**src/rtl/jtcomsc_snd_comm.sv**
```systemverilog
// jtcomsc_snd_comm: main-to-sound CPU command mailbox.
// Queues snd_latch on each snd_irq rising edge and drives the sound Z80 /INT line.
`default_nettype none

module jtcomsc_snd_comm #(
    parameter int AW = 2
) (
    input  logic       clk,
    input  logic       rst,
    input  logic [7:0] snd_latch,
    input  logic       snd_irq,
    input  logic       snd_cen,
    input  logic       snd_m1_n,
    input  logic       snd_iorq_n,
    input  logic       rd_cs,
    input  logic       rd_addr,
    output logic [7:0] snd_dout,
    output logic       snd_int_n,
    output logic       ovf
);
    localparam int            DEPTH    = 1 << AW;
    localparam logic [AW:0]   FULL_CNT = {1'b1, {AW{1'b0}}};

    logic [7:0]    mem [DEPTH];
    logic [AW-1:0] wr_ptr;
    logic [AW-1:0] rd_ptr;
    logic [AW:0]   count;
    logic [7:0]    hold;
    logic          armed;
    logic          irq_l;
    logic          rd_l;
    logic          addr_l;

    logic          empty;
    logic          full;
    logic          push;
    logic          pop;
    logic          do_wr;
    logic          ovf_set;
    logic          stat_end;
    logic          ack;
    logic [7:0]    status;

    always_comb begin
        empty    = (count == '0);
        full     = (count == FULL_CNT);
        push     = snd_irq & ~irq_l;
        pop      = rd_l & ~rd_cs & ~addr_l & ~empty;
        // A full FIFO still accepts a push when a pop frees a slot in the same cycle.
        do_wr    = push & (~full | pop);
        ovf_set  = push & full & ~pop;
        stat_end = rd_l & ~rd_cs & addr_l;
        ack      = snd_cen & ~snd_m1_n & ~snd_iorq_n;
        status   = {ovf, empty, full, 5'(count)};
    end

    always_ff @(posedge clk) begin
        if (do_wr) mem[wr_ptr] <= snd_latch;
    end

    always_ff @(posedge clk) begin
        if (rst) begin
            irq_l  <= 1'b0;
            rd_l   <= 1'b0;
            addr_l <= 1'b0;
        end else begin
            irq_l <= snd_irq;
            rd_l  <= rd_cs;
            if (rd_cs) addr_l <= rd_addr;
        end
    end

    always_ff @(posedge clk) begin
        if (rst) begin
            wr_ptr <= '0;
            rd_ptr <= '0;
            count  <= '0;
            hold   <= 8'hff;
        end else begin
            if (do_wr) wr_ptr <= wr_ptr + 1'b1;
            if (pop) begin
                rd_ptr <= rd_ptr + 1'b1;
                hold   <= mem[rd_ptr];
            end
            case ({do_wr, pop})
                2'b10:   count <= count + 1'b1;
                2'b01:   count <= count - 1'b1;
                default: count <= count;
            endcase
        end
    end

    // Re-arming has priority over an acknowledge so a new command is never hidden.
    always_ff @(posedge clk) begin
        if (rst) begin
            armed     <= 1'b1;
            snd_int_n <= 1'b1;
            ovf       <= 1'b0;
        end else begin
            if (pop || (push && empty)) armed <= 1'b1;
            else if (ack)               armed <= 1'b0;
            snd_int_n <= ~(armed & ~empty);
            if (ovf_set)       ovf <= 1'b1;
            else if (stat_end) ovf <= 1'b0;
        end
    end

    always_ff @(posedge clk) begin
        if (rst)          snd_dout <= 8'hff;
        else if (!rd_cs)  snd_dout <= 8'hff;
        else if (rd_addr) snd_dout <= status;
        else              snd_dout <= empty ? hold : mem[rd_ptr];
    end

endmodule

`default_nettype wire

```
**config.mk**
```make
export PLATFORM = sky130hd
export DESIGN_NAME = jtcomsc_snd_comm
export DESIGN_NICKNAME = d
export VERILOG_FILES = /design/src/rtl/jtcomsc_snd_comm.sv
export SDC_FILE = /design/constraint.sdc
export NUM_CORES = 1
export LEC_CHECK = 0
export CELL_PAD_IN_SITES_DETAIL_PLACEMENT = 1
export CELL_PAD_IN_SITES_GLOBAL_PLACEMENT = 1
export CORE_MARGIN = 2
export CORE_UTILIZATION = 45
export DETAILED_ROUTE_END_ITERATION = 6
export GPL_TIMING_DRIVEN = 0
export PLACE_DENSITY = 0.82
export SLEW_MARGIN = 20
export SYNTH_ARGS = -nofsm -noshare
export SYNTH_HDL_FRONTEND = slang
export SYNTH_SLANG_ARGS = --single-unit
```
**constraint.sdc**
```tcl
create_clock -name clk -period 5.3 [get_ports clk]
set_input_delay 1.06 -clock clk [delete_from_list [all_inputs] [get_ports clk]]
set_output_delay 1.06 -clock clk [all_outputs]
set_load 0.02 [all_outputs]
```
; Word-level counts from Yosys, hierarchy flattened
; Memory sizes are Yosys's and may differ from the RTL's. A register that Yosys moved wholly into a read port is not among the register bits.
; Cells that the tools add are included.
; W data, S select, Z words.
[classes]
n_reduce_logical = 7
eq_ne = 3
n_addsub = 4
n_mux = 9
n_bitwise = 21
[ops]
columns = operator, n
row1 = $mux W8, 2
row2 = $and A1 B1 Y1, 11
row3 = $not A1 Y1, 9
row4 = $pmux W3 S2, 1
row5 = $add A2 B1 Y2 const B, 2
row6 = $mux W1, 4
row7 = $mux W2, 2
row8 = $reduce_bool A2 Y1, 2
row9 = $reduce_or A2 Y1, 2
row10 = $add A3 B1 Y3 const B, 1
row11 = $eq A3 B3 Y1 const B, 1
row12 = $logic_not A3 Y1, 1
row13 = $sub A3 B1 Y3 const B, 1
row14 = $eq A2 B1 Y1 const B, 1
row15 = $eq A2 B2 Y1 const B, 1
row16 = $logic_and A1 B1 Y1, 1
row17 = $logic_or A1 B1 Y1, 1
row18 = $or A1 B1 Y1, 1
[totals]
mem_bits_rw = 32
reg_bits = 29
n_memories = 1
out_inout_bits = 10
in_bits = 16
wordCells = 56
[memory_table]
columns = name, depth, word_bits, read_ports, rd_ports_with_merged_regs, wr, line
row1 = mem, 4, 8, 1, 1, 1, 24  ; logic [7:0] mem [DEPTH];

; Depth between registers and ports, before layout
; Gate-level depths: netlist of run 1.
[depth]
depth_word = 8
ltp_mapped = 9
ltp_nobuf = 7

; Worst setup path before layout of run 1
; Ideal clock, no wire load.
[synth_timing]
path_type = input -> register
start = input port rd_cs
end = register count[1]
arrival_time_ns = 2.715
path_slack_ns = 2.464
n_path_buf = 1
required_ns = 5.178
cell_stages = 7
setup_ns = 0.122
path_cell_list = nor3b_1 buf_2 nand3_1 fa_1 a21o_1 a21oi_1 o311a_1
[synth_between]
elab_chain_cells = 8
word_cells_on_any_way = 10
classes_between = eq/ne: 2 / mux: 1 / bitwise: 6 / reduce/logical: 1
[synth_rtl]
columns = element, line
row1 = start: declaration, 15  ; input logic rd_cs,
row2 = $not A1 Y1 *, 48  ; pop = rd_l & ~rd_cs & ~addr_l & ~empty;
row3 = $and A1 B1 Y1 * (3 in a row), 48
row4 = $or A1 B1 Y1, 50  ; do_wr = push & (~full | pop);
row5 = $and A1 B1 Y1, 50
row6 = $eq A2 B1 Y1 or $eq A2 B2 Y1 (tied branches), 85  ; case ({do_wr, pop})
row7 = $pmux W3 S2 or $reduce_bool A2 Y1 (tied branches), -
row8 = end signal: assignment, 86  ; 2'b10: count <= count + 1'b1;
row9 = end signal: assignment, 87  ; 2'b01: count <= count - 1'b1;
row10 = end signal: assignment, 88  ; default: count <= count;
row11 = end: declaration, 27  ; logic [AW:0] count;
; Every way passes the cells marked *; elsewhere a longest branch is shown, timed or not.
; A chain may end at the register's enable or synchronous reset.

; Worst setup path after layout of run 1
; Ends and elaborated chain as after synthesis.

==> flow_summary.ini, run 1 <==
[pwr]
cellPowerDensity_nw_per_um2 = 396
total_leakage_power_nw = 1.10
fraction_of_power_spent_switching_nets_pct = 29.0
p_comb_share_pct = 20.1
internal-power_w = 0.000867
pwr-share-seq_pct = 46.1
switching_power_w = 0.000354
power.ir.vdd_worst_v = 0.000275
power_frac_clock_pct = 33.8

[cts]
post_cts_resize_count = 0
tritoncts.num_buffers = 9
clk_pin_slew_ns = 0.07
hold_fix_buffer_count_after_cts = 0
cts_root_buf = sky130_fd_sc_hd__clkbuf_8
tritoncts = yes
cts_htree_levels = 3
worst_skew_pair.late_latency_ns = 0.34
cts_buffer_depth = 2
cts_sinks = 63
post-cts-setup-buffer-count = 0

[setup_path]
startpoint_of_the_worst_slack_reg_to_reg_timing_path = rd_l
worst_r2r_path_depth = 7
cp_max_fo = 10
regToRegSetupSlack_ns = 2.57
critPathCapture = count[1]
crit_type = in2reg
crit_path_start = rd_cs
worstPathRequired_ns = 5.52
worst_reg2reg_endpoint = count[1]
critPathLaunchType = input port
worst_ep_arrival_time_ns = 3.83
cp-end-kind = flop

[logic_synthesis]
yosys_register_bits = 63
synthesis.area_per_instance_um2 = 12.8
synthArstFlopShare_pct = 0
synth.largest_area_cell = sky130_fd_sc_hd__edfxtp_1
synthDistinctLibCells = 37
syn-instance-count = 199
synth.yosys.seq_area_share_pct = 62.0
synth.cells.most_frequent = 32 x sky130_fd_sc_hd__edfxtp_1, 31 x sky130_fd_sc_hd__dfxtp_1, 15 x sky130_fd_sc_hd__nor2_1
synthDominantCellAreaShare_pct = 37.7
ys.warnings.count = 0
synth_fp_nets = 220
synth_edf_count = 32
syn_std_cell_area_um2 = 2550
synth_top_flop_cell = sky130_fd_sc_hd__edfxtp_1
synth_top_cells_by_area = sky130_fd_sc_hd__edfxtp_1 38%, sky130_fd_sc_hd__dfxtp_1 24%, sky130_fd_sc_hd__mux4_2 7.1%
synth.most_common_cell = sky130_fd_sc_hd__edfxtp_1

[layout]
count_of_antenna_diodes_in_the_layout = 0
layoutNonFillerInstCount = 311
drive_above_1_share_pct = 11.7
area.growth.synth_to_final_pct = 20.8
final_net_count = 255

[global_route]
grt_overflow = 0
first_global_vias = 1849
grt_start_max_net_pins = 13
grt_use_total_pct = 19.8
global_route_wire_length_before_repair_mm = 9.17
antenna_found_initial = 0

[sta]
final-setup-viol-count = 0
final_min_period_over_clock_period_pct = 68.1
grt_setup_unrepaired = no
totalNegativeSetupSlack_ns = 0
final-hold-violation-count = 0
worst_slew_margin_rel_pct = 35.9
final.setup_skew_ns = 0.00797
fmax_ghz = 0.277
transition_time_at_the_pin_with_the_least_slew_margin_ns = 0.954
finalMaxSlewViolations = 0
final.hold.worst_slack_ns = 0.411
fin_crit_ns = 3.61

[route]
detail_route.wirelength_mm = 5.39
detailroute.via_count = 1706
detail_route.wl_per_cell_um = 17.3
drt_iter0_drc = 105
route.antenna.remaining_nets = 0
route.detailed.vias_per_inst = 5.49
number_of_optimization_iterations_in_the_first_detailed_route_pass = 4
remaining_drc_errors = 0

[floorplan]
initial_utilization_pct = 46.6
floorplan.core_area_um2 = 5470
dieWidth_um = 79.3
placementRows = 27
die-area_um2 = 6280
die_height_um = 79.3
io_pins = 26

[min_path]
hold_path_class = reg2reg

[placement]
dpl_cells = 295
io_buffer_count = 24
place_hpwl_mm = 3.61
globalplace.congestion = 0.789

[job]
max_cap_viol_count = 0

[run_status]
run_status = completed
## worst min-delay path by stage
stage          startpoint         to  cells after the start
2_1_floorplan       armed  snd_int_n                      1
3_3_place_gp        armed  snd_int_n                      1
3_5_place_dp        armed  snd_int_n                      1
4_1_cts             armed  snd_int_n                      1
5_1_grt             armed  snd_int_n                      1
6_report            armed  snd_int_n                      1
## per-stage QoR
| stage | utilization, % | cell area [um^2] | setup slack, ns | total power [W] |
|---|---|---|---|---|
| global placement | 52.6 | 2880 | 1.40 | 0.000809 |
| finish | 56.3 | 3080 | 1.69 | 0.00122 |
| CTS | 56.3 | 3080 | 1.71 | 0.00123 |
| floorplan | - | 2550 | 2.46 | 0.000733 |
| global route | 56.3 | 3080 | 1.58 | 0.00128 |
| detailed placement | 52.6 | 2880 | 1.36 | 0.000816 |
## critical path, cell delays in order
cell and delay (ns):
sky130_fd_sc_hd__clkdlybuf4s50_1 0.48, sky130_fd_sc_hd__nor3b_1 0.74, sky130_fd_sc_hd__buf_2 0.36, sky130_fd_sc_hd__nand3_1 0.13, sky130_fd_sc_hd__fa_1 0.56, sky130_fd_sc_hd__a21o_1 0.09
sky130_fd_sc_hd__a21oi_1 0.06, sky130_fd_sc_hd__o311a_1 0.33
## cells by family after synthesis
family	Yosys count	synth area share, %
adders and majority gates	5	2.75
buffers and inverters	20	3.09
and+or+nand+nor	54	11.0
DFF	63	62.0
xor gates and xnor gates	4	1.37
muxes	13	9.08
AOI/OAI and AO/OA	40	10.6
## layer usage
| layer | routed length (um) | up-vias | GRT usage, % |
|---|---|---|---|
| met5 | 0 | - | 0 |
| met4 | 80 | 0 | 7.93 |
| met3 | 192 | 9 | 6.48 |
| met2 | 2760 | 45 | 33.7 |
| met1 | 2360 | 846 | 22.9 |
| li1 | - | 806 | - |
## cell usage in the layout, fill, tap and decap left out, drive strengths merged, types with 4 or more instances in the layout
| cell | n |
|---|---|
| a211o | 8 |
| a21o | 5 |
| a21oi | 9 |
| and2 | 4 |
| and3 | 8 |
| clkbuf | 21 |
| clkdlybuf4s50 | 24 |
| dfxtp | 31 |
| edfxtp | 32 |
| ha | 4 |
| inv | 6 |
| mux2i | 4 |
| mux4 | 8 |
| nand2 | 4 |
| nand3 | 8 |
| nor2 | 15 |
| nor3 | 5 |
| o21ai | 9 |
## power groups by stage
stage               Combinational [W]  Sequential [W]  Clock [W]
detailed placement           0.000242        0.000574          0
CTS                          0.000246        0.000563   0.000423
floorplan                    0.000152        0.000581          0
global placement             0.000237        0.000572          0
finish                       0.000245        0.000563   0.000412
global route                 0.000269        0.000567   0.000444
## cell type report
class	instances	area, um^2
clock inverters	6	71.3
well taps	72	90.1
multi-input cells	116	890
repair buffers	24	240
plain buffers	14	56.3
inverters	6	22.5
fillers	547	2390
clock buffers	10	128
flip-flops and latches	63	1580
## registers in the layout, summed over array words and instances, names as in the netlist, named ones only
name / cells
mem: 32
irq_l: 1
rd_l: 1
rd_ptr: 2
armed: 1
hold: 8
count: 3
ovf: 1
snd_int_n: 1
addr_l: 1
wr_ptr: 2
snd_dout: 8
Power figures use the tool's default switching activity.
==> inputs of run 2 (changes only) <==
==> constraint.sdc (replaced) <==
create_clock -name clk -period 3.7 [get_ports clk]
set_input_delay 0.74 -clock clk [delete_from_list [all_inputs] [get_ports clk]]
set_output_delay 0.74 -clock clk [all_outputs]
set_load 0.02 [all_outputs]
==> results of run 2 <==
The final DEF is identical to that of run 1. Status: completed.
Main changes from that run: setup slack after placement 1.36 ns -> 0.0830 ns; setup slack after layout 1.69 ns -> 0.411 ns; register-to-register setup slack 2.57 ns -> 0.97 ns; total power 0.00122 W -> 0.00175 W; worst IR drop on VDD 0.000275 V -> 0.000394 V
==> inputs of run 3 (changes only) <==
--- a/config.mk
+++ b/config.mk
@@ -6,9 +6,9 @@
 export NUM_CORES = 1
 export LEC_CHECK = 0
 export CELL_PAD_IN_SITES_DETAIL_PLACEMENT = 1
-export CELL_PAD_IN_SITES_GLOBAL_PLACEMENT = 1
+export CELL_PAD_IN_SITES_GLOBAL_PLACEMENT = 2
 export CORE_MARGIN = 2
-export CORE_UTILIZATION = 45
+export CORE_UTILIZATION = 38
 export DETAILED_ROUTE_END_ITERATION = 6
 export GPL_TIMING_DRIVEN = 0
 export PLACE_DENSITY = 0.82
==> run 3 against run 2 <==
Sequential power about the same; maximum frequency is 2.1% higher; die area increased by 17%; critical endpoint unchanged.
==> flow_summary.ini, run 3 (same netlist as run 1, synthesis figures left out) <==
[global_route]
grt_use_met2_pct = 27.1
grt_use_total_pct = 16.7
gr_util_met3_pct = 4.62
grt_start_max_net_pins = 13
antenna_found_initial = 0
first_global_vias = 1761
grt.busiest_layer = met2
grt.met1_usage_pct = 20.8
global_route_wire_length_before_repair_mm = 9.18
grt_overflow = 0

[setup_path]
critPathLaunchType = input port
worstPathRequired_ns = 3.92
worst_path_largest_cell_delay_ns = 0.67
worst_r2r_path_depth = 7
cp_max_fo = 10
worst_reg2reg_endpoint = count[1]
critPathCapture = count[1]
crit_path_start = rd_cs
startpoint_of_the_worst_slack_reg_to_reg_timing_path = rd_l
crit_slowest_cell = sky130_fd_sc_hd__nor3b_1
crit_type = in2reg
regToRegSetupSlack_ns = 1.05
cp_cell_sequence = clkdlybuf4s50_1, nor3b_1, buf_2, nand3_1, fa_1, a21o_1, a21oi_1, o311a_1
worst_ep_arrival_time_ns = 3.44
cp-end-kind = flop

[floorplan]
initial_utilization_pct = 39.7
die_height_um = 85.9
die-area_um2 = 7380
dieWidth_um = 85.9
floorplan.core_area_um2 = 6420
io_pins = 26
placementRows = 29

[pwr]
power_frac_clock_pct = 31.4
total_leakage_power_nw = 1.09
cellPowerDensity_nw_per_um2 = 549
pwr-share-seq_pct = 48.0
fraction_of_power_spent_switching_nets_pct = 30.4
p_comb_share_pct = 20.5
power.ir.vdd_worst_v = 0.000281
switching_power_w = 0.000510
internal-power_w = 0.00117

[layout]
biggestRegsByFlops = mem (32), hold (8), snd_dout (8)
largest_register_ff_count = 32
final_net_count = 255
drive_above_1_share_pct = 11.7
registers.top_by_ff_count = mem
layout_commonest_cell = sky130_fd_sc_hd__edfxtp_1
mostFrequentLayoutCells = 32 x sky130_fd_sc_hd__edfxtp_1, 31 x sky130_fd_sc_hd__dfxtp_1, 24 x sky130_fd_sc_hd__clkdlybuf4s50_1
area.growth.synth_to_final_pct = 20.0
count_of_antenna_diodes_in_the_layout = 0

[route]
detail_route.wirelength_mm = 5.48
detailroute.via_count = 1693
route.detailed.vias_per_inst = 5.36
detail_route.wl_per_cell_um = 17.4
drt_iter0_drc = 70
remaining_drc_errors = 0
route.antenna.remaining_nets = 0
number_of_optimization_iterations_in_the_first_detailed_route_pass = 4

[cts]
hold_fix_buffer_count_after_cts = 0
cts_root_buf = sky130_fd_sc_hd__clkbuf_8
cts_htree_levels = 3
post-cts-setup-buffer-count = 0
worst_skew_pair.late_latency_ns = 0.34
tritoncts = yes
tritoncts.num_buffers = 9
cts_sinks = 63
cts_buffer_depth = 2
post_cts_resize_count = 0
clk_pin_slew_ns = 0.07

[sta]
grt_setup_unrepaired = no
final_min_period_over_clock_period_pct = 87.1
final.hold.worst_slack_ns = 0.437
transition_time_at_the_pin_with_the_least_slew_margin_ns = 0.982
fmax_ghz = 0.310
final-setup-viol-count = 0
final.setup_skew_ns = 0.00730
totalNegativeSetupSlack_ns = 0
final-hold-violation-count = 0
worst_slew_margin_rel_pct = 34.0
finalMaxSlewViolations = 0
fin_crit_ns = 3.22

[placement]
globalplace.congestion = 0.757
place_hpwl_mm = 3.82
io_buffer_count = 24

[min_path]
hold_path_class = reg2reg

[job]
max_cap_viol_count = 0

[run_status]
run_status = completed
-- run 3: worst min-delay path by stage --
stage               start   endpoint  depth (start not counted)
floorplan           armed  snd_int_n                          1
finish              armed  snd_int_n                          1
global placement    armed  snd_int_n                          1
detailed placement  armed  snd_int_n                          1
CTS                 armed  snd_int_n                          1
global route        armed  snd_int_n                          1
-- run 3: worst max-delay path: cells and delay by family --
kind / cells / cell delay (ns)
buffers and inverters: 2 / 0.83
AND/OR/NAND/NOR: 2 / 0.80
adder cells (fa/ha/maj): 1 / 0.57
AO/OA/AOI/OAI: 3 / 0.50
-- run 3: final cells by class --
cell class	instances	area, um^2
Buffer	14	56.3
Clock buffer	9	124
Clock inverter	7	50.0
Fill cell	678	3360
Inverter	6	22.5
Multi-Input combinational cell	116	890
Sequential cell	63	1580
Tap cell	77	96.3
Timing Repair Buffer	24	240
-- run 3: layer usage --
metal,vias up,share of wire (%)
li1,808,-
met4,0,1.6
met3,8,4.2
met1,840,44
met5,-,0
met2,37,50
-- run 3: power by group through the flow --
stage | Combinational, W | Clock [W] | Sequential (W)
final | 0.000345 | 0.000528 | 0.000807
after detailed placement | 0.000349 | 0 | 0.000823
after global placement | 0.000345 | 0 | 0.000820
after floorplan | 0.000217 | 0 | 0.000832
after global routing | 0.000387 | 0.000574 | 0.000812
after CTS | 0.000350 | 0.000539 | 0.000808
-- run 3: metrics by stage --
stage / setup WS (ns) / area (um^2) / utilization [%] / power [W] / instances
final: 0.478 / 3060 / 47.7 / 0.00168 / 316
after global routing: 0.277 / 3060 / 47.7 / 0.00177 / 316
after CTS: 0.529 / 3060 / 47.7 / 0.00170 / 316
after detailed placement: 0.173 / 2890 / 44.9 / 0.00117 / 300
after global placement: 0.0925 / 2890 / 44.9 / 0.00117 / 300
after floorplan: 1.18 / 2550 / - / 0.00105 / 199
